`src/rtl/adder4_result_accum.sv`:
```
// Sums NSAMP 5-bit adder results per batch and presents total, count and a sticky overflow flag.
// Result valid 1 cycle after the last accept; the input stalls (in_ready=0) until the batch is taken.
module adder4_result_accum #(
    parameter  int NSAMP = 8,
    parameter  int ACC_W = 8,
    localparam int CNT_W = $clog2(NSAMP + 1)
) (
    input  logic             clk,
    input  logic             rst,
    input  logic [3:0]       sum_in,
    input  logic             carry_in,
    input  logic             in_valid,
    output logic             in_ready,
    input  logic             clear,
    output logic             out_valid,
    input  logic             out_ready,
    output logic [ACC_W-1:0] acc_out,
    output logic [CNT_W-1:0] count_out,
    output logic             overflow
);

    typedef enum logic {
        ST_ACC  = 1'b0,
        ST_HOLD = 1'b1
    } state_t;

    state_t           r_state;
    state_t           w_state_nxt;
    logic [ACC_W-1:0] r_acc;
    logic [ACC_W-1:0] w_acc_nxt;
    logic [CNT_W-1:0] r_cnt;
    logic [CNT_W-1:0] w_cnt_nxt;
    logic             r_ovf;
    logic             w_ovf_nxt;
    logic [ACC_W:0]   w_val;
    logic [ACC_W:0]   w_sum;

    // One extra bit on the adder exposes the wrap out of the accumulator's MSB.
    assign w_val = {{(ACC_W - 4){1'b0}}, carry_in, sum_in};
    assign w_sum = {1'b0, r_acc} + w_val;

    always_ff @(posedge clk or posedge rst) begin
        if (rst) begin
            r_state <= ST_ACC;
            r_acc   <= '0;
            r_cnt   <= '0;
            r_ovf   <= 1'b0;
        end else begin
            r_state <= w_state_nxt;
            r_acc   <= w_acc_nxt;
            r_cnt   <= w_cnt_nxt;
            r_ovf   <= w_ovf_nxt;
        end
    end

    always_comb begin
        w_state_nxt = r_state;
        w_acc_nxt   = r_acc;
        w_cnt_nxt   = r_cnt;
        w_ovf_nxt   = r_ovf;
        in_ready    = 1'b0;
        out_valid   = 1'b0;

        case (r_state)
            ST_ACC: begin
                in_ready = 1'b1;
                if (in_valid) begin
                    w_acc_nxt = w_sum[ACC_W-1:0];
                    w_ovf_nxt = r_ovf | w_sum[ACC_W];
                    w_cnt_nxt = r_cnt + CNT_W'(1);
                    if (r_cnt == CNT_W'(NSAMP - 1)) begin
                        w_state_nxt = ST_HOLD;
                    end
                end
            end
            ST_HOLD: begin
                out_valid = 1'b1;
                if (out_ready) begin
                    w_state_nxt = ST_ACC;
                    w_acc_nxt   = '0;
                    w_cnt_nxt   = '0;
                    w_ovf_nxt   = 1'b0;
                end
            end
            default: begin
                w_state_nxt = ST_ACC;
            end
        endcase

        // Abort overrides any handshake in the same cycle, dropping a coincident sample.
        if (clear) begin
            w_state_nxt = ST_ACC;
            w_acc_nxt   = '0;
            w_cnt_nxt   = '0;
            w_ovf_nxt   = 1'b0;
        end
    end

    assign acc_out   = r_acc;
    assign count_out = r_cnt;
    assign overflow  = r_ovf;

endmodule

```
`config.mk`:
```
export PLATFORM = sky130hd
export DESIGN_NAME = adder4_result_accum
export DESIGN_NICKNAME = d
export VERILOG_FILES = /design/src/rtl/adder4_result_accum.sv
export SDC_FILE = /design/constraint.sdc
export NUM_CORES = 1
export LEC_CHECK = 0
export BUFFER_PORTS_ARGS = -buffer_cell sky130_fd_sc_hd__buf_2
export CAP_MARGIN = 20
export CORE_UTILIZATION = 40
export CTS_CLUSTER_SIZE = 40
export DETAILED_ROUTE_END_ITERATION = 7
export HOLD_SLACK_MARGIN = 0.03
export SLEW_MARGIN = 25
export SYNTH_ARGS = -nofsm -noshare
export SYNTH_HDL_FRONTEND = slang
export SYNTH_SLANG_ARGS = --single-unit
export TNS_END_PERCENT = 5
```
`constraint.sdc`:
```
create_clock -name clk -period 2.55 [get_ports clk]
set_clock_uncertainty 0.2 [all_clocks]
set_input_delay 0 -clock clk [delete_from_list [all_inputs] [get_ports clk]]
set_output_delay 0 -clock clk [all_outputs]
set_load 0.1 [all_outputs]
```
==> results of run 1 <==
## worst max-delay path: cells and delay by family, from the launching register on
| family | cells | cell delay, ns |
|---|---|---|
| AO/OA/AOI/OAI | 3 | 0.56 |
| adder cells (fa/ha/maj) | 2 | 0.64 |
| flip-flops | 1 | 0.40 |
| AND/OR/NAND/NOR | 1 | 0.18 |
## state kept, by name, summed over array words and instances (netlist names)
register,count
acc_out,8
count_out,4
overflow,1
r_state,1
## cell usage after synthesis (all sizes together) (2+ instances only)
cell type  number
nand3           2
a21o            3
ha              6
inv             5
xnor2           2
dfrtp          14
a211oi          3
a21oi           6
o31ai           2
nor3            2
nor2            8
o21ai           9
a22o            3
or4             2
nand2           6
and3            2
## final timing paths
path / slack [ns] / depth (start not counted) / endpoint
worst max-delay path: 0.46 / 6 / overflow$_DFFE_PP0P_
worst min-delay path: 0.03 / 4 / acc_out[3]$_DFFE_PP0P_
worst max register to register: 0.46 / 6 / overflow$_DFFE_PP0P_
worst min register to register: 0.32 / 2 / acc_out[4]$_DFFE_PP0P_
max in group asynchronous: 1.65 / 3 / acc_out[3]$_DFFE_PP0P_
min in group asynchronous: 0.12 / 3 / acc_out[0]$_DFFE_PP0P_
## report_power, final
group | switching (mW) | internal, mW
logic | 0.210 | 0.0702
registers | 0.0197 | 0.239
clock network | 0.0729 | 0.0867
## metal layers
metal / routed length, µm / share of wire [%] / up-vias / track usage, %
li1: - / - / 403 / -
met1: 973 / 49 / 384 / 25.0
met2: 933 / 47 / 17 / 31.7
met3: 61 / 3.1 / 2 / 2.18
met4: 22 / 1.1 / 0 / 5.88
met5: 0 / 0 / - / 0
## cell usage in the layout, fill, tap and decap left out, types with 5 or more instances in the layout
cell type      count
a21oi_1            6
buf_2             24
dfrtp_1           14
dlygate4sd3_1      7
ha_1               6
inv_1              5
nand2_1            6
nor2_1             7
o21ai_0            9
## final cells by class
cell class / instances / area [µm²] / area share, %
Multi-Input combinational cell: 70 / 502 / 44.4
Inverter: 5 / 18.8 / 1.66
Sequential cell: 14 / 350 / 31.0
Clock buffer: 4 / 36.3 / 3.21
Tap cell: 27 / 33.8 / 2.99
Timing Repair Buffer: 31 / 190 / 16.8
## cell families after synthesis
group	share of synthesized area, %
simple gates	17.2
fa+ha+maj	10.8
flops	39.7
compound gates	26.0
buf+inv	3.40
xor+xnor	2.98
## timing repair
| item | CTS | global route |
|---|---|---|
| hold buffers | 7 | 0 |
| hold endpoints to repair | 25 | 0 |
| setup endpoints to repair | 0 | 0 |
## through the flow
step	cell area (µm²)	utilization, %
3_5_place_dp	1020	50.7
4_1_cts	1130	55.9
6_report	1130	55.9
2_1_floorplan	882	-
3_3_place_gp	1020	50.7
5_1_grt	1130	55.9
==> metrics, run 1 <==
total track usage=18.8%; r2r startpoint=acc_out[0]$_DFFE_PP0P_; Max-Cap Viols=0; cell taking the most area after synthesis=dfrtp_1; worst-margin pin slew=0.581 ns; postcts setup bufs=0; layout cells sized above 1=26.6%; post-route ant nets=0; vias in the first global route=738; Tcrit/Tclk final=81.9%; GPL Wtd Cong=0.776; final hold violation count=0; Clock Sinks=14; GRT Residual Overflow=0; crit path cell chain=ha_1, fa_1, a21o_1, a21oi_1, o21ai_0, and3_1; row count=16; Post-Synthesis Cells=90; filler cell count=194; H-tree depth=1; Die Span Y=49.0 µm; VDD IR max=291 µV; detailed-route DRC error count=0; antenna violations before repair=0; final worst path period need=2.09 ns; Die ar.=0.00240 mm²; DR pass1 iterations=4; number of vias per cell=5.34; Syn Area/Cell=9.80 µm²; crit path from=acc_out[0]$_DFFE_PP0P_; Max-slew headroom=61.2%; Area Overhead vs Synth=28.2%; DR WL/cell=13.2 µm; total CTS buffers=3; clk slew on worst S/H paths=0.09 ns; RSZ-0062 raised after global routing=no; Syn Nets=107; Hold Slack=0.0263 ns; Cell variety after synth=33; Tot Pwr=699 µW; max-slew violation count=0; ys async rst share=100%; register area share after synthesis=39.7%; top_reg_cell synth=dfrtp_1; Ys Warns=0; Slowest cell on crit path=fa_1; Peak Freq=0.479 GHz; critical path required time=2.52 ns; PnR worst setup slack=0.462 ns; drt initial violations=11; HP Start=sum_in[3]; fin cells=151; status=finished, final reports clean; Leakage=0.580 nW; Critical Path AT=2.06 ns; # diodes=0; CTS-repair resized insts=0; CP startpoint kind=flop; largest cells by area after synthesis=dfrtp_1 (40%), ha_1 (8.5%), o21ai_0 (5.1%); CORE AREA=0.00202 mm²; dpl cells=140; pre-CTS setup slack=0.468 ns; area share of the largest cell type after synthesis=39.7%; Worst Path Max Fanout=4; Post-synth EDFFs=0; WS Path Type=flop to flop; insertion delay to the later sink of the worst-skew pair=0.27 ns; Clock Tree Buf Depth=2; Hold Crit Class=input port to flop; #FFs+latches synth=14; critical path's largest stage delay=0.41 ns; largest net degree at the start of global routing=15; CTS tree=done; global-route wire length before repair=3.47 mm; final setup fails=0; final WL=1.99 mm; Port Buffer Count=24; cell chosen for the clock root=clkbuf_4; Cell Area, Synth=882 µm²; routed vias=806; io pins=25; kind of end point of the critical path=flop; Starting Density=43.6%; Post-DP HPWL=1.48 mm; setup total negative slack=0 ns; Nets=142; Cell Pwr Density=618 mW/mm²; die extent in x=49.0 µm
Note: power is estimated with default switching activity, not from simulation.
==> run 2, diff against run 1 <==
==> constraint.sdc (replaced) <==
create_clock -name clk -period 2.09 [get_ports clk]
set_clock_uncertainty 0.2 [all_clocks]
set_input_delay 0 -clock clk [delete_from_list [all_inputs] [get_ports clk]]
set_output_delay 0 -clock clk [all_outputs]
set_load 0.1 [all_outputs]
==> run 2 against run 1 <==
Flip-flop and latch count unchanged. Routed wire length up 1.4%. Clock-buffer cell count unchanged. Worst hold slack better by 0.034 ns. Total power up 29%. Combinational power up 34%. Sequential power up 25%. Design area up 11%. Non-clock buffer count up 5. Via count up 0.87%. Register-to-register slack worse by 0.40 ns. Core utilization up 6.0 points.
==> metrics, run 2 (synthesized netlist as in run 1, its figures left out) <==
Worst Path Max Fanout=4 (unchanged); FF-to-FF path depth=5 (-1); Port Buffer Count=24 (unchanged); Leakage=0.596 nW (+2.8%); Slowest cell on crit path=dfrtp_4; routed vias=813 (+0.87%); fin area=0.00125 mm² (+11%); cell chosen for the clock root=clkbuf_4; GPL Wtd Cong=0.755 (-2.7%); row count=16 (unchanged); final WL=2.02 mm (+1.4%); area of the multi-input gates=561 µm² (+12%); most common cell after layout, fill and taps aside=buf_2; Clock Sinks=14 (unchanged); hold-critical path endpoint=acc_out[4]$_DFFE_PP0P_; r2r startpoint=acc_out[2]$_DFFE_PP0P_; Cell Pwr Density=721 mW/mm² (+17%); RSZ-0062 raised after global routing=no; post-route ant nets=0 (unchanged); Die Span Y=49.0 µm (unchanged); area post-placement=0.00109 mm² (+6.0%); critical path's largest stage delay=0.51 ns (+0.10 ns); R2R Path End=acc_out[7]$_DFFE_PP0P_; CP startpoint kind=flop; DR WL/cell=12.9 µm (-1.9%); worst-margin pin slew=0.562 ns (-0.0189 ns); Post-DP HPWL=1.44 mm (-3.1%); VDD IR max=436 µV (+50%); vias in the first global route=817 (+11%); drt initial violations=12 (+1); crit path cell chain=ha_4, o21ai_1, o21a_1, or4_4, a21oi_2; final worst path period need=2.02 ns (-0.0634 ns); Starting Density=43.6% (unchanged); max reg flops=8 (unchanged); layout cells sized above 1=38.8% (+12 points); Hold Crit Depth=5 (+1); HP Start=carry_in; Max-slew headroom=62.5% (+1.3 points); GRT Residual Overflow=0 (unchanged); Hold Crit Class=input port to flop; max-slew violation count=0 (unchanged); H-tree depth=1 (unchanged); Nets=147 (+3.5%); Critical Path AT=2.04 ns (-0.02 ns); antenna violations before repair=0 (unchanged); total track usage=19.4% (+0.69 points); insertion delay to the later sink of the worst-skew pair=0.28 ns (about the same); status=finished, final reports clean; detailed-route DRC error count=0 (unchanged); kind of end point of the critical path=flop; Clock Tree Buf Depth=2 (unchanged); clk slew on worst S/H paths=0.09 ns (about the same); DR pass1 iterations=4 (unchanged); most frequent cells in the layout=buf_2 (24), dlygate4sd3_1 (10), o21ai_0 (8), dfrtp_1 (8), nor2_1 (7); number of vias per cell=5.21 (-2.4%); io pins=25 (unchanged); Peak Freq=0.494 GHz (+3.1%); R2R Setup Slk=0.07 ns (-0.40 ns); critical path required time=2.11 ns (-0.41 ns); WS Path Type=flop to flop; global-route wire length before repair=3.57 mm (+3.0%); CORE AREA=0.00202 mm² (unchanged); Reg area=368 µm² (+5.0%); final hold violation count=0 (unchanged); total CTS buffers=3 (unchanged); Max-Cap Viols=0 (unchanged); Hold Slack=0.0602 ns (+0.0340 ns); Tcrit/Tclk final=96.9% (+15 points); filler cell count=178 (-8.2%); CTS tree=done; die extent in x=49.0 µm (unchanged); Area Overhead vs Synth=42.0%; final setup fails=0 (unchanged); # diodes=0 (unchanged); largest net degree at the start of global routing=15 (unchanged); Die ar.=0.00240 mm² (unchanged)
## run 2: cell types whose count changed in the layout (fill, tap and decap cells not counted), sizes merged
cell         before  now
dlygate4sd3       7   10
buf              24   26
## run 2: area by class of cell
class	instances	area share (%)
inverters	5	1.50
repair buffers	36	18.8
multi-input cells	70	44.8
flip-flops and latches	14	29.4
clock buffers	4	2.90
well taps	27	2.70
## run 2: worst max-delay path by stage
| stage | depth (start not counted) | to | from |
|---|---|---|---|
| after global placement | 5 | acc_out[5]$_DFFE_PP0P_ | acc_out[1]$_DFFE_PP0P_ |
| after floorplan | 5 | acc_out[5]$_DFFE_PP0P_ | acc_out[1]$_DFFE_PP0P_ |
| after global routing | 6 | overflow$_DFFE_PP0P_ | acc_out[0]$_DFFE_PP0P_ |
| after CTS | 5 | acc_out[5]$_DFFE_PP0P_ | acc_out[2]$_DFFE_PP0P_ |
| final | 5 | acc_out[7]$_DFFE_PP0P_ | acc_out[2]$_DFFE_PP0P_ |
| after detailed placement | 5 | acc_out[5]$_DFFE_PP0P_ | acc_out[1]$_DFFE_PP0P_ |
## run 2: repair_timing
item / CTS / global route
endpoints found under the hold margin: 28 / 0
hold buffers: 10 / 0
endpoints found under the setup margin: 0 / 2
buffers inserted: 0 / 2
gates resized for setup: 0 / 5
## run 2: per-stage QoR
| step | total power, mW | setup WS (ns) | setup TNS, ns | utilization, % | std cells |
|---|---|---|---|---|---|
| floorplan | 0.611 | -0.0299 | -0.0420 | - | 90 |
| global placement | 0.679 | 0.0740 | 0 | 53.7 | 140 |
| detailed placement | 0.679 | 0.0879 | 0 | 53.7 | 140 |
| CTS | 0.894 | 0.0585 | 0 | 60.5 | 154 |
| global route | 0.951 | 0.00701 | 0 | 61.9 | 156 |
| finish | 0.903 | 0.0656 | 0 | 61.9 | 156 |
## run 2: report_power, final
| part | total [mW] | leakage, nW | internal (mW) | switching, mW |
|---|---|---|---|---|
| Sequential | 0.325 | 0.180 | 0.298 | 0.0261 |
| Combinational | 0.377 | 0.395 | 0.111 | 0.266 |
| Clock | 0.202 | 0.0210 | 0.106 | 0.0958 |
## run 2: routing by layer
layer  global-route usage [%]  up-vias  wire (µm)
met5                        0        -          0
met4                     7.35        0         12
met2                     31.5       19        927
li1                         -      415          -
met1                     26.2      377       1010
met3                     2.80        2         69
## run 2: critical path, delay by kind of cell, from the launching register on
family	cells	cell delay [ns]
and+or+nand+nor	1	0.49
adders and majority gates	1	0.30
DFF	1	0.51
AOI/OAI and AO/OA	3	0.45
==> run 3, diff against run 2 <==
--- a/config.mk
+++ b/config.mk
@@ -5,6 +5,7 @@
 export SDC_FILE = /design/constraint.sdc
 export NUM_CORES = 1
 export LEC_CHECK = 0
+export ABC_AREA = 1
 export BUFFER_PORTS_ARGS = -buffer_cell sky130_fd_sc_hd__buf_2
 export CAP_MARGIN = 20
 export CORE_UTILIZATION = 40
==> run 3 against run 2 <==
Core utilization down 4.5 points. Worst hold slack better by 0.0073 ns. Sequential share of layout area up 2.3 points. Synthesized cell count up 14%. Critical path type unchanged. Critical endpoint is now acc_out[6]$_DFFE_PP0P_.
==> metrics, run 3 <==
final setup fails=0 (unchanged); Cell variety after synth=21 (-36%); DR pass1 iterations=4 (unchanged); Post-Synthesis Cells=103 (+14%); Leakage=0.598 nW (+0.31%); #FFs+latches synth=14 (unchanged); max reg flops=8 (unchanged); cell chosen for the clock root=clkbuf_4; worst-margin pin slew=0.554 ns (-0.00815 ns); RSZ-0062 raised after global routing=no; top_reg_cell synth=dfrtp_1; CTS tree=done; cell taking the most area after synthesis=dfrtp_1; antenna violations before repair=0 (unchanged); clk slew on worst S/H paths=0.09 ns (about the same); Cell Area, Synth=840 µm² (-4.8%); final hold violation count=0 (unchanged); Clock Tree Buf Depth=2 (unchanged); Worst Path Max Fanout=3 (-1); most frequent cell after synthesis=nand2_1; total CTS buffers=3 (unchanged); detailed-route DRC error count=0 (unchanged); ys async rst share=100% (unchanged); fin area=0.00113 mm² (-10%); WS Path Type=flop to flop; most frequent cells in the layout=nand2_1 (27), buf_2 (24), nor2_1 (13); Max-Cap Viols=0 (unchanged); most common cell after layout, fill and taps aside=nand2_1; setup total negative slack=0 ns (unchanged); Ys Warns=0 (unchanged); Nets=158 (+7.5%); routed vias=804 (-1.1%); io pins=25 (unchanged); Hold Crit Class=input port to flop; Max-slew headroom=63.0% (+0.54 points); VDD IR max=448 µV (+2.6%); total track usage=19.3% (-0.11 points); largest net degree at the start of global routing=15 (unchanged); vias in the first global route=704 (-14%); CORE AREA=0.00196 mm² (-3.0%); layout cells sized above 1=28.6% (-10 points); leading cell types by count after synthesis=nand2_1 (27), dfrtp_1 (14), nor2_1 (13), a21oi_1 (9), inv_1 (9); Post-DP HPWL=1.40 mm (-2.1%); critical path required time=2.07 ns (-0.04 ns); GPL Wtd Cong=0.789 (+4.5%); largest cells by area after synthesis=dfrtp_1 (42%), nand2_1 (12%), ha_1 (8.9%); Post-synth EDFFs=0 (unchanged); GRT Residual Overflow=0 (unchanged); area post-placement=1000 µm² (-7.9%); post-route ant nets=0 (unchanged); final worst path period need=1.91 ns (-0.117 ns); CP startpoint kind=flop; Cell Pwr Density=717 mW/mm² (-0.58%); max-slew violation count=0 (unchanged); status=finished, final reports clean; Clock Sinks=14 (unchanged); H-tree depth=1 (unchanged); crit path from=acc_out[0]$_DFFE_PP0P_; Syn Area/Cell=8.15 µm² (-17%); insertion delay to the later sink of the worst-skew pair=0.28 ns (about the same); Syn Nets=120 (+12%); # diodes=0 (unchanged); area share of the largest cell type after synthesis=41.7% (+2.0 points); drt initial violations=9 (-3); HP Start=sum_in[2]; number of vias per cell=4.81 (-7.6%); Die Span Y=47.8 µm (-2.3%); register area share after synthesis=41.7% (+2.0 points); row count=16 (unchanged); global-route wire length before repair=3.00 mm (-16%); post-layout util=57.4% (-4.5 points); Starting Density=42.8% (-0.83 points); Critical Path AT=1.88 ns (-0.16 ns); kind of end point of the critical path=flop; Tcrit/Tclk final=91.3% (-5.6 points); final WL=1.96 mm (-3.0%); Peak Freq=0.524 GHz (+6.1%); Area Overhead vs Synth=34.1%; r2r startpoint=acc_out[0]$_DFFE_PP0P_; Port Buffer Count=24 (unchanged); Hold Slack=0.0675 ns (+0.00728 ns); Die ar.=0.00229 mm² (-4.6%); Tot Pwr=807 µW (-11%); die extent in x=47.8 µm (-2.3%); DR WL/cell=11.7 µm (-9.4%)
-- run 3: layout make-up --
| cell class | count | area [µm²] |
|---|---|---|
| multi-input cells | 78 | 445 |
| repair buffers | 33 | 210 |
| flip-flops and latches | 14 | 357 |
| well taps | 27 | 33.8 |
| clock buffers | 4 | 36.3 |
| inverters | 11 | 43.8 |
| fillers | 205 | 836 |
-- run 3: what timing repair did --
action / CTS / global route
endpoints found under the hold margin: 28 / 0
setup endpoints to repair: 0 / 0
hold buffers: 9 / 0
buffers inserted: 0 / 0
resized for setup: 0 / 0
-- run 3: cells by family after synthesis --
group	after synthesis	synth area share, %
compound gates	18	14.0
fa+ha+maj	7	11.3
simple gates	53	27.7
flops	14	41.7
buf+inv	11	5.22
-- run 3: per-layer routing --
metal  GRT usage, %  share of wire, %  vias to the layer above
met3           3.40               5.5                        2
met2           31.9                49                       28
met4           6.67              0.46                        0
met5              0                 0                        -
li1               -                 -                      416
met1           25.4                45                      358
-- run 3: stage by stage --
step / instances / setup slack, ns
after CTS: 167 / 0.192
after floorplan: 103 / -0.0373
after global routing: 167 / 0.0567
final: 167 / 0.182
after global placement: 154 / 0.276
after detailed placement: 154 / 0.200
-- run 3: critical path: stages (launching register included) --
cell and delay [ns]:
dfrtp_2 0.42, ha_1 0.23, fa_1 0.40, nand2_1 0.11
nand2_1 0.07, nand3_1 0.09, nand2_1 0.09, a21oi_1 0.15
nor2_1 0.05
-- run 3: worst paths after layout --
kind	to	slack (ns)	depth (start not counted)
worst max-delay path	acc_out[6]$_DFFE_PP0P_	0.18	8
worst min-delay path	acc_out[2]$_DFFE_PP0P_	0.07	5
worst max register to register	acc_out[6]$_DFFE_PP0P_	0.18	8
worst min register to register	acc_out[2]$_DFFE_PP0P_	0.32	2
max in group asynchronous	r_state$_DFF_PP0_	1.18	3
min in group asynchronous	count_out[0]$_DFFE_PP0P_	0.12	3
-- run 3: power breakdown --
| group | switching (mW) | internal (mW) | total, mW |
|---|---|---|---|
| Clock | 0.0940 | 0.106 | 0.200 |
| Sequential | 0.0172 | 0.290 | 0.308 |
| Combinational | 0.226 | 0.0741 | 0.300 |
